## config.mk

```make
export PLATFORM = sky130hd
export DESIGN_NAME = hazard_controller
export DESIGN_NICKNAME = d
export VERILOG_FILES = /design/src/rtl/hazard_controller.sv
export SDC_FILE = /design/constraint.sdc
export NUM_CORES = 1
export LEC_CHECK = 0
export ABC_AREA = 1
export CORE_MARGIN = 3
export CORE_UTILIZATION = 47
export DETAILED_ROUTE_END_ITERATION = 8
export MAX_ROUTING_LAYER = met4
export PLACE_DENSITY = 0.9
export SLEW_MARGIN = 20
export SYNTH_ARGS = -nofsm -noshare
export SYNTH_HDL_FRONTEND = slang
export SYNTH_SLANG_ARGS = --single-unit
```

## constraint.sdc

```tcl
create_clock -name clock -period 2.25 [get_ports clock]
set_clock_uncertainty 0.15 [all_clocks]
set_input_delay 0.225 -clock clock [delete_from_list [all_inputs] [get_ports clock]]
set_output_delay 0.225 -clock clock [all_outputs]
set_load 0.01 [all_outputs]
```

## src/rtl/hazard_controller.sv

```systemverilog
// Pipeline hazard controller: branch flush, multi-cycle muldiv stall, load-use
// interlock and halt, with a saturating count of stalled cycles.
//
// state  | meaning
// RUN    | normal issue; one action per cycle by priority branch > muldiv > load-use > halt
// MULDIV | multiply/divide occupying EX; cnt counts remaining stall cycles down to 0
// HALT   | pipeline frozen until reset
module hazard_controller #(
    parameter int         MULDIV_CYCLES = 4,
    parameter logic [3:0] HALT_OPCODE   = 4'hF
) (
    input  logic        clock,
    input  logic        reset,
    input  logic [3:0]  id_opcode,
    input  logic [3:0]  id_op1,
    input  logic [3:0]  id_op2,
    input  logic        id_uses_op2,
    input  logic        ex_mem_read,
    input  logic [3:0]  ex_write_reg,
    input  logic        ex_branch_taken,
    input  logic        ex_muldiv_start,
    output logic        pc_stop,
    output logic        if_pc_mux,
    output logic        if_id_buffer_hold,
    output logic        if_id_buffer_flush,
    output logic        id_ex_buffer_hold,
    output logic        id_ex_buffer_flush,
    output logic        ex_mem_buffer_flush,
    output logic        halted,
    output logic [15:0] stall_cycles
);

    typedef enum logic [1:0] {RUN, MULDIV, HALT} state_t;

    localparam logic [3:0] CNT_INIT = 4'(MULDIV_CYCLES - 2);

    state_t     state, next_state;
    logic [3:0] cnt, next_cnt;
    logic       load_use;

    assign load_use = ex_mem_read &&
                      ((id_op1 == ex_write_reg) || (id_uses_op2 && (id_op2 == ex_write_reg)));

    always_comb begin
        next_state          = state;
        next_cnt            = cnt;
        pc_stop             = 1'b0;
        if_pc_mux           = 1'b0;
        if_id_buffer_hold   = 1'b0;
        if_id_buffer_flush  = 1'b0;
        id_ex_buffer_hold   = 1'b0;
        id_ex_buffer_flush  = 1'b0;
        ex_mem_buffer_flush = 1'b0;
        case (state)
            RUN: begin
                if (ex_branch_taken) begin
                    if_pc_mux          = 1'b1;
                    if_id_buffer_flush = 1'b1;
                    id_ex_buffer_flush = 1'b1;
                end else if (ex_muldiv_start) begin
                    pc_stop             = 1'b1;
                    if_id_buffer_hold   = 1'b1;
                    id_ex_buffer_hold   = 1'b1;
                    ex_mem_buffer_flush = 1'b1;
                    next_state          = MULDIV;
                    next_cnt            = CNT_INIT;
                end else if (load_use) begin
                    pc_stop            = 1'b1;
                    if_id_buffer_hold  = 1'b1;
                    id_ex_buffer_flush = 1'b1;
                end else if (id_opcode == HALT_OPCODE) begin
                    pc_stop            = 1'b1;
                    if_id_buffer_hold  = 1'b1;
                    id_ex_buffer_flush = 1'b1;
                    next_state         = HALT;
                end
            end
            MULDIV: begin
                // cnt==0 is the final EX cycle: result leaves EX, no stall
                if (cnt != 4'd0) begin
                    pc_stop             = 1'b1;
                    if_id_buffer_hold   = 1'b1;
                    id_ex_buffer_hold   = 1'b1;
                    ex_mem_buffer_flush = 1'b1;
                    next_cnt            = cnt - 4'd1;
                end else begin
                    next_state = RUN;
                end
            end
            HALT: begin
                pc_stop            = 1'b1;
                if_id_buffer_hold  = 1'b1;
                id_ex_buffer_flush = 1'b1;
            end
            default: begin
                next_state = RUN;
                next_cnt   = 4'd0;
            end
        endcase
        if (reset) begin
            next_state          = RUN;
            next_cnt            = 4'd0;
            pc_stop             = 1'b0;
            if_pc_mux           = 1'b0;
            if_id_buffer_hold   = 1'b0;
            if_id_buffer_flush  = 1'b0;
            id_ex_buffer_hold   = 1'b0;
            id_ex_buffer_flush  = 1'b0;
            ex_mem_buffer_flush = 1'b0;
        end
    end

    always_ff @(posedge clock or posedge reset) begin
        if (reset) begin
            state        <= RUN;
            cnt          <= 4'd0;
            halted       <= 1'b0;
            stall_cycles <= 16'd0;
        end else begin
            state  <= next_state;
            cnt    <= next_cnt;
            halted <= (next_state == HALT);
            if (pc_stop && (state != HALT) && (stall_cycles != 16'hFFFF))
                stall_cycles <= stall_cycles + 16'd1;
        end
    end

endmodule

```

== After elaboration in Yosys (flattened, before gate mapping) ==
Cells that the tools add are included.
Widths: inputs -> output; s select.

* $add $sub $neg: 2
* Equal/unequal tests: 12
* Muxes and demuxes: 30
* Reduce and logical (&&, ||, !) cells: 8

{| class="wikitable"
|+ Operators with widths
! operator !! number
|-
| $add 16x1->16 const B || 1
|-
| $mux 4 || 4
|-
| $ne 16x16->1 const B || 1
|-
| $mux 1 || 15
|-
| $mux 2 || 6
|-
| $pmux 4 s3 || 1
|-
| $ne 3x3->1 const B || 3
|-
| $eq 4x4->1 || 2
|-
| $pmux 2 s3 || 1
|-
| $eq 2x2->1 const B || 2
|-
| $eq 4x4->1 const B || 1
|-
| $logic_and 1x1->1 || 4
|-
| $ne 2x2->1 const B || 2
|-
| $pmux 1 s2 || 2
|-
| $reduce_and 4->1 || 1
|-
| $reduce_bool 4->1 || 1
|-
| $sub 4x1->4 const B || 1
|-
| $pmux 1 s3 || 1
|-
| $eq 2x1->1 const B || 1
|-
| $logic_not 2->1 || 1
|-
| $logic_or 1x1->1 || 1
|}

* Flip-flop bits (word level): 23
* Input bits: 22
* Output and inout bits: 24
* Word-level logic and storage cells: 56

== Longest topological paths before layout ==
Gate-level depths: netlist (run 1).

* Depth in word-level cells: 11
* Mapped depth: 13
* Gate-level depth less buffers: 13

== Worst setup path before layout (run 1) ==
No wires, ideal clock.

* Path type: input to output
* From: input reset
* To: output if_pc_mux
* Arrival: 1936 ps
* Data required time: 1875 ps
* Path slack: -61 ps
* Stages: 6
* Buffers on the path: 3
* Path through: clkbuf_1 -> inv_1 -> clkbuf_1 -> nand2_1 -> nor2_1 -> buf_4

* Word-level cells in the longest chain between the ends: 1

{| class="wikitable"
|+ RTL lines
! element !! line !! RTL
|-
| start: declaration || 13 || <nowiki>input logic reset,</nowiki>
|-
| $mux 1 || n/a ||
|-
| end: declaration || 23 || <nowiki>output logic if_pc_mux,</nowiki>
|}

Every way passes these cells.

== Final worst setup path (run 1) ==
* From: register state[0]
* To: output if_id_buffer_flush

* Word-level cells in the longest chain between the ends: 3

{| class="wikitable"
|+ RTL lines
! element !! line !! RTL
|-
| start: declaration || 37 || <nowiki>state_t state, next_state;</nowiki>
|-
| start signal: assignment || 120 || <nowiki>state <= next_state;</nowiki>
|-
| $logic_not 2->1 || 54 || <nowiki>case (state)</nowiki>
|-
| $mux 1 || 54 ||
|-
| $mux 1 || 100 || <nowiki>if (reset) begin</nowiki>
|-
| end: declaration || 25 || <nowiki>output logic if_id_buffer_flush,</nowiki>
|}

Every way passes these cells.

==> impl_metrics.env, run 1 <==
export IMPL_status="complete, no violations"
export IMPL_r2r_cells=11
export IMPL_synth_avg_cell_area_sq_um=7.00
export IMPL_hold_buffers=0
export IMPL_period_minus_slack_ps=2120
export IMPL_dp_hpwl_um=3070
export IMPL_fmax_mhz=473
export IMPL_critPathSlowestCell="clkdlybuf4s50_1"
export IMPL_ys_seq_elements=23
export IMPL_crit_top_cell="nor2_1"
export IMPL_fin_crit_sh_pct=94.1
export IMPL_slew_headroom_pct=70.8
export IMPL_setup_viol=0
export IMPL_holdWs_ps=359
export IMPL_path_max_fanout=6
export IMPL_antenna_found_initial=0
export IMPL_synth_cell_area_sq_um=1600
export IMPL_power_frac_clock_pct=18.6
export IMPL_cts_htree_levels=1
export IMPL_n_antenna_cell=0
export IMPL_synth_edff_count=0
export IMPL_cts_buffers=3
export IMPL_p_int_uw=701
export IMPL_r2r_end="stall_cycles[13]$_DFFE_PP0P_"
export IMPL_cp_arrival_ps=1740
export IMPL_p_leak_nw=1.04
export IMPL_grt_setup_unrepaired="false"
export IMPL_firstDrtPassIters=4
export IMPL_grt_pass1_wl_um=6990
export IMPL_worstSetupPathType="register to output port"
export IMPL_grt_use_total_pct=21.4
export IMPL_core_area_sq_um=3150
export IMPL_ant_nets=0
export IMPL_synthCells=228
export IMPL_grt_overflow_total=0
export IMPL_comb_power_share_pct=33.6
export IMPL_worstMarginPinSlew_ps=435
export IMPL_switching_share_pct=33.8
export IMPL_synth_most_common_cell="nand2_1"
export IMPL_cp_cell_sequence="nor2_1 -> inv_1 -> nor2_1 -> clkdlybuf4s50_1"
export IMPL_synth_main_ff_cell="dfrtp_1"
export IMPL_cts_tree="built"
export IMPL_path_clk_slew_ps=140
export IMPL_synth_largest_area_cell="dfrtp_1"
export IMPL_route_vias_total=1669
export IMPL_p_total_mw=1.06
export IMPL_wl_per_cell_um=12.4
export IMPL_synth_nets=253
export IMPL_ys_types=24
export IMPL_initial_utilization_pct=50.6
export IMPL_finalWeightedCongestion=0.845
export IMPL_sequentialPowerShare_pct=47.9
export IMPL_end_kind="output port"
export IMPL_r2r_slack_ps=250
export IMPL_worst_ep_required_time_ps=1880
export IMPL_cap_violations=0
export IMPL_die_area_sq_um=4130
export IMPL_fp_dieW_um=64.3
export IMPL_nets=303
export IMPL_p_switching_uw=358
export IMPL_avgViaCountPerCell=5.20
export IMPL_rows=20
export IMPL_cpLargestDelayFamily="buffers and inverters"
export IMPL_clock_latency_ps=320
export IMPL_critPathMaxStageDelay_ps=560
export IMPL_hp_class="primary input to asynchronous set/reset pin"
export IMPL_grt_max_degree=34
export IMPL_maxSlewViolCount=0
export IMPL_die_h_um=64.3
export IMPL_synth_common_cells="nand2_1, nand4_1, inv_1"
export IMPL_ioPinCount=46
export IMPL_drt_drc_violations_left=0
export IMPL_synth_top_cell_area_share_pct=36.1
export IMPL_fillers=285
export IMPL_syn2layout_area_growth_pct=34.0
export IMPL_rr_startpoint="stall_cycles[0]$_DFFE_PP0P_"
export IMPL_yosysSeqAreaShare_pct=36.1
export IMPL_port_buffers=45
export IMPL_synth_warnings=0
export IMPL_ctsLongestPathBuffers=2
export IMPL_start_kind="register"
export IMPL_cp_buffers_inverters=2
export IMPL_yosys_top_cells_area="dfrtp_1, nand2_1, nand4_1, inv_1, nor2_1"
export IMPL_clock_sinks=23
export IMPL_drt_iter0_drc=167
export IMPL_final_cells=321
export IMPL_drive_gt1_share_pct=12.3
export IMPL_regArea_sq_um=577
export IMPL_root_buffer="clkbuf_4"
export IMPL_peakVddDrop_v=0.000335
export IMPL_grt_pass1_vias=1603
export IMPL_async_flop_share_pct=100
export IMPL_multi_input_area_sq_um=856
export IMPL_final_hold_viol_count=0
export IMPL_dp_cells=316
export IMPL_finalWirelength_um=3970
export IMPL_powerDensity_nw_per_um2=495
-- state kept, by name (all words and copies together), names as in the netlist --
signal        flops
halted            1
state             2
stall_cycles     16
cnt               4
-- worst reg2reg max path, delay by kind of cell (launching register included) --
kind | cells | cell delay, ps
AND/OR/NAND/NOR | 9 | 1020
flip-flops | 1 | 460
adder cells (fa/ha/maj) | 1 | 240
buffers and inverters | 1 | 40
-- logic make-up after synthesis --
kind of cell | after synthesis | synth area share [%]
xor gates and xnor gates | 10 | 5.49
adders and majority gates | 3 | 2.35
AOI/OAI and AO/OA | 17 | 6.19
and+or+nand+nor | 133 | 38.6
buffers and inverters | 42 | 11.3
DFF | 23 | 36.1
-- what timing repair did --
action                                  CTS  global route
endpoints found under the setup margin    5             9
pin swaps                                 0             1
resized for setup                         6            10
buffers inserted                          0             1
-- power groups by stage --
stage	clock [mW]	combinational [mW]	sequential, mW
6_report	0.197	0.356	0.507
5_1_grt	0.218	0.402	0.513
4_1_cts	0.203	0.356	0.505
3_5_place_dp	0	0.361	0.513
3_3_place_gp	0	0.347	0.510
2_1_floorplan	0	0.178	0.521
-- area by class of cell --
cell class,count,share of cell area [%]
multi-input cells,163,40.0
flip-flops and latches,23,27.0
repair buffers,54,23.4
inverters,33,5.79
well taps,44,2.57
clock buffers,3,1.05
clock inverters,1,0.234
-- worst max path at each step --
| stage | start | end | slack [ps] | cells after the start |
|---|---|---|---|---|
| after floorplan | reset | if_pc_mux | 390 | 6 |
| after global placement | id_op2[1] | id_ex_buffer_flush | -180 | 12 |
| after detailed placement | id_op2[1] | id_ex_buffer_flush | -210 | 12 |
| after CTS | cnt[0]$_DFFE_PP0P_ | pc_stop | 50 | 6 |
| after global routing | state[0]$_DFF_PP0_ | if_id_buffer_flush | 9 | 4 |
| final | state[0]$_DFF_PP0_ | if_id_buffer_flush | 130 | 4 |
-- cell usage in the layout, fill, tap and decap left out, types with 4 or more instances in the layout --
| cell | instances |
|---|---|
| nand3_1 | 11 |
| nand2_1 | 61 |
| inv_1 | 24 |
| a21oi_1 | 7 |
| buf_4 | 9 |
| nand2_2 | 4 |
| o21ai_1 | 7 |
| inv_2 | 9 |
| nand4_1 | 28 |
| xor2_1 | 7 |
| dfrtp_1 | 22 |
| nor2_1 | 21 |
| clkdlybuf4s50_1 | 40 |
-- per-layer routing --
layer | track usage (%) | wire length [um]
met5 | - | 0
met4 | 5.28 | 41
met3 | 3.16 | 166
met2 | 36.2 | 1990
met1 | 27.0 | 1780
-- through the flow --
stage / utilization (%) / area (sq um) / setup slack, ps / TNS (ps)
floorplan: - / 1600 / 387 / 0
global placement: 66.8 / 2110 / -177 / -978
detailed placement: 66.8 / 2110 / -212 / -1350
CTS: 67.6 / 2130 / 46.1 / 0
global route: 67.9 / 2140 / 9.01 / 0
finish: 67.9 / 2140 / 134 / 0
(Power assumes the default switching activity.)
==> run 2: changes to the inputs <==
--- a/config.mk
+++ b/config.mk
@@ -9,6 +9,7 @@
 export CORE_MARGIN = 3
 export CORE_UTILIZATION = 47
 export DETAILED_ROUTE_END_ITERATION = 8
+export GPL_ROUTABILITY_DRIVEN = 0
 export MAX_ROUTING_LAYER = met4
 export PLACE_DENSITY = 0.9
 export SLEW_MARGIN = 20
==> results of run 2 <==
Same layout as run 1: the final DEF is identical, and so are final timing and power.
==> run 3: changes to the inputs <==
--- a/config.mk
+++ b/config.mk
@@ -9,7 +9,6 @@
 export CORE_MARGIN = 3
 export CORE_UTILIZATION = 47
 export DETAILED_ROUTE_END_ITERATION = 8
-export GPL_ROUTABILITY_DRIVEN = 0
 export MAX_ROUTING_LAYER = met4
 export PLACE_DENSITY = 0.9
 export SLEW_MARGIN = 20
==> results of run 3 <==
Same layout as run 1: the final DEF is identical, and so are final timing and power.
